## config.mk

```make
export PLATFORM = sky130hd
export DESIGN_NAME = hex_to_seg7
export DESIGN_NICKNAME = d
export VERILOG_FILES = /design/src/rtl/seq_checker_hex_to_seg7.sv
export SDC_FILE = /design/constraint.sdc
export NUM_CORES = 1
export LEC_CHECK = 0
export ABC_AREA = 1
export CORE_AREA = 2 2 39 41
export DETAILED_ROUTE_END_ITERATION = 10
export DIE_AREA = 0 0 41 43
export PLACE_DENSITY = 0.52
export SLEW_MARGIN = 5
export SYNTH_ARGS = -nofsm -noshare
export SYNTH_HDL_FRONTEND = slang
export SYNTH_SLANG_ARGS = --single-unit
export TNS_END_PERCENT = 20
```

## constraint.sdc

```tcl
create_clock -name vclk -period 1.2
set_input_delay 0.24 -clock vclk [all_inputs]
set_output_delay 0.24 -clock vclk [all_outputs]
set_load 0.01 [all_outputs]
```

## src/rtl/seq_checker_hex_to_seg7.sv

```systemverilog
// Combinational hex digit to active-low 7-segment decoder, bits {g,f,e,d,c,b,a}.
module hex_to_seg7 (
  input  logic [3:0] hex,
  output logic [6:0] seg
);

  // Full 16-entry lookup; b and d are lower-case glyphs.
  always_comb begin
    seg = 7'h7F;
    case (hex)
      4'h0: seg = 7'h40;
      4'h1: seg = 7'h79;
      4'h2: seg = 7'h24;
      4'h3: seg = 7'h30;
      4'h4: seg = 7'h19;
      4'h5: seg = 7'h12;
      4'h6: seg = 7'h02;
      4'h7: seg = 7'h78;
      4'h8: seg = 7'h00;
      4'h9: seg = 7'h10;
      4'hA: seg = 7'h08;
      4'hB: seg = 7'h03;
      4'hC: seg = 7'h46;
      4'hD: seg = 7'h21;
      4'hE: seg = 7'h06;
      4'hF: seg = 7'h0E;
      default: seg = 7'h7F;
    endcase
  end

endmodule

```

### Word-level counts from Yosys, hierarchy flattened

Memory sizes are Yosys's and may differ from the RTL's.
Index checks and enable logic that the tools add are counted.

* output and inout port bits: 7
* word-level logic and storage cells: 1
* input bits: 4
* bits in registers: 0
* bits in read-only memories: 112
* memories: 1

Memory list
* (no name shown): depth 16, bits a word 7, rd ports 1, clocked after Yosys merged registers in 0, wr ports 0, RTL line 10 `case (hex)`

### Logic depth before layout (Yosys ltp)

Gate-level depths: netlist of the first run.
An unclocked memory read counts as a cell.

* word-level depth: 1
* gate-level depth with buffers: 6

### Worst setup path before layout of the first run

Ideal clock, no wire load.

* path kind: in2out
* start: input port hex[0]
* end: output port seg[2]
* setup slack: 124 ps
* path buffers: 0
* arrival time: 836 ps
* cell stages on the path: 4
* data required time: 960 ps
* cells stage by stage: inv_1 -> ha_1 -> nand2_1 -> o21ai_0

* cells in the longest elaborated chain, start to end: 1

Ends and longest elaborated chain
* start: declaration: RTL line 3 `input logic [3:0] hex,`
* $mem_v2 Z16 W7
* end: declaration: RTL line 4 `output logic [6:0] seg`

No other way between the ends.

### Worst setup path in the final report of the first run

* start: input port hex[0]
* end: output port seg[5]

The elaborated chain is that of the path after synthesis.

==> flow_metrics.py, run 1 <==
metrics = {
    "yosys": {
        "synth_nets": 60,
        "synth-simple-area-share": 0.457,
        "syn_area_sq_um": 274,
        "synth_compound_area_frac": 0.0685,
        "muxShareOfSynthArea": 0,
        "yosys.area_share.adder": 0.320,
        "avgSynthCellArea_sq_um": 5.59,
        "synth_top_family_by_area": "simple AND/OR/NAND/NOR gates",
        "seq_area_frac_synth": 0,
        "ys_warn_count": 0,
        "synth_xor_area_frac": 0,
        "synth_cell_type_count": 10,
        "netlist_instances": 49,
    },
    "place": {
        "place.gp.congestion": 0.747,
        "dp_cells": 80,
        "portBuffers": 11,
        "hpwl_microns": 533,
        "placed_area_sq_um": 433,
    },
    "status": {
        "status": "finished with violations",
        "violations": "setup timing",
    },
    "routing": {
        "num_vias": 352,
        "ant_nets": 0,
        "wl_per_cell_microns": 9.95,
        "drc": 0,
        "drt_pass1_iterations": 4,
        "drt_wl_total_microns": 806,
        "drt_iter0_markers": 4,
        "viasPerCell": 4.35,
    },
    "final_layout": {
        "nNetsFinal": 78,
        "insertedDiodeCount": 0,
        "n_clock_buffer": 0,
        "fill_cells": 157,
        "area_delta_synth_final_pct": 90.0,
        "regArea_sq_um": 0,
        "fin_area_sq_um": 520,
        "finalNonFillerCells": 81,
        "flops_and_latches": 0,
        "final_layout_size_suffix_gt1_frac": 0.554,
    },
    "global_route": {
        "grt_first_pass_wirelength_microns": 1280,
        "grt_max_degree": 10,
        "grt_antenna_before_repair": 0,
        "grt_pass1_vias": 313,
        "grt_overflow": 0,
        "grtUsageTotal": 0.0969,
    },
    "pwr": {
        "power.density_nw_per_um2": 337,
        "irDropWorstVdd_v": 0.000177,
        "p_leak_nw": 0.272,
    },
    "sta": {
        "rsz0062_at_grt": "yes",
        "max_freq_mhz": 814,
        "setup_ws_ns": -0.0279,
        "setup_viol": 5,
        "timing.final.crit_share": 1.02,
        "drv_slew": 0,
        "max_slew_margin": 0.870,
        "period_needed_ns": 1.23,
        "hold_viol_final": 0,
        "worstMarginPinSlew_ns": 0.195,
    },
    "min_path": {
        "hold_class": "in2out",
        "min-delay-start": "hex[0]",
        "min_to": "seg[1]",
        "whs_path_depth": 6,
    },
    "floorplan": {
        "die-area_sq_um": 1760,
        "coreArea_sq_um": 1380,
        "die_h_microns": 43,
        "die_w_microns": 41,
        "io_pins": 11,
        "start_util": 0.198,
        "rows": 14,
    },
    "setup_path": {
        "criticalPathCategory": "in2out",
        "cp-end-kind": "output port",
        "path_max_fanout": 3,
        "startpoint_type": "primary input",
        "crit_arrival_ns": 0.99,
        "worst_ep_required_time_ns": 0.96,
    },
    "flow_run": {
        "maxCapViolations": 0,
    },
    "clocking": {
        "cts_setup_buffers": 0,
        "cts_hold_buffers": 0,
    },
}
[per-layer routing]
metal,global-route usage,vias to the layer above,routed length (microns)
li1,-,187,-
met1,0.136,153,347
met2,0.169,12,419
met3,0,0,39
met4,0,0,0
met5,0,-,0
[how the worst max path moves through the flow]
| stage | startpoint | to | slack (ns) | cells past startpoint |
|---|---|---|---|---|
| final | hex[0] | seg[5] | -0.03 | 8 |
| after global routing | hex[0] | seg[2] | -0.08 | 7 |
| after floorplan | hex[0] | seg[2] | 0.12 | 4 |
| after CTS | hex[0] | seg[5] | -0.04 | 8 |
| after global placement | hex[0] | seg[3] | -0.92 | 7 |
| after detailed placement | hex[0] | seg[3] | -0.95 | 7 |
[cell type report]
| cell class | instances | area [sq um] | area share |
|---|---|---|---|
| well taps | 16 | 20.0 | 0.0385 |
| multi-input cells | 40 | 314 | 0.603 |
| repair buffers | 18 | 145 | 0.279 |
| inverters | 7 | 41.3 | 0.0793 |
[what timing repair did]
item,in CTS,in global routing
pin swaps,6,5
gates resized for setup,66,13
hold endpoints to repair,0,0
endpoints found under the setup margin,7,7
cloned,1,0
[worst max-delay path, cell delays in order]
cell	delay [ns]
buf_8	0.11
buf_6	0.12
ha_4	0.16
nand2_4	0.06
o21ai_1	0.07
nand2_1	0.06
nand2_1	0.04
buf_2	0.13
[stage by stage]
| step | util | setup TNS, ns | worst slack (ns) | hold WS [ns] | power (mW) |
|---|---|---|---|---|---|
| detailed placement | 0.313 | -6.22 | -0.948 | 1.67 | 0.151 |
| CTS | 0.343 | -0.173 | -0.0394 | 0.912 | 0.157 |
| floorplan | - | 0 | 0.124 | 0.626 | 0.0744 |
| global placement | 0.313 | -6.18 | -0.924 | 1.67 | 0.154 |
| finish | 0.376 | -0.0763 | -0.0279 | 0.920 | 0.175 |
| global route | 0.376 | -0.423 | -0.0837 | 0.953 | 0.193 |
[power by group]
part	internal, mW	switching, mW	total [mW]
combinational	0.0809	0.0942	0.175
clock	0	0	0
sequential	0	0	0
[layout by cell type (no fill, tap or decap)]
cell type	Yosys	layout
ha_4	0	4
ha_2	0	1
nand2_4	0	1
o21ai_2	1	1
buf_2	1	8
buf_6	1	5
clkdlybuf4s15_2	0	1
o21ai_0	1	1
inv_2	1	2
buf_8	0	1
nand2_1	20	16
ha_1	7	2
nand3_1	10	7
inv_4	0	1
buf_4	0	3
o21ai_1	1	1
inv_6	0	1
inv_8	0	1
nand2_2	0	3
inv_1	6	2
nand3_2	0	3
[cell families (layout without fill, tap and decap cells)]
kind of cell | count (synthesis) | in the layout
adders and majority gates | 7 | 7
and+or+nand+nor | 30 | 30
buffers and inverters | 9 | 25
AOI/OAI and AO/OA | 3 | 3
[Yosys cell counts]
cell     count  share of area
inv_1        6          0.082
o21ai_1      1          0.018
o21ai_2      1          0.032
o21ai_0      1          0.018
nand2_1     20           0.27
buf_2        1          0.018
buf_6        1          0.041
inv_2        1          0.014
ha_1         7           0.32
nand3_1     10           0.18
Note: power is estimated with default switching activity, not from simulation.
==> inputs of run 2 (changes only) <==
--- a/config.mk
+++ b/config.mk
@@ -10,7 +10,7 @@
 export DETAILED_ROUTE_END_ITERATION = 10
 export DIE_AREA = 0 0 41 43
 export PLACE_DENSITY = 0.52
-export SLEW_MARGIN = 5
+export SLEW_MARGIN = 25
 export SYNTH_ARGS = -nofsm -noshare
 export SYNTH_HDL_FRONTEND = slang
 export SYNTH_SLANG_ARGS = --single-unit
==> results of run 2 <==
Same layout as run 1: the final DEF is identical, and so are final timing and power.
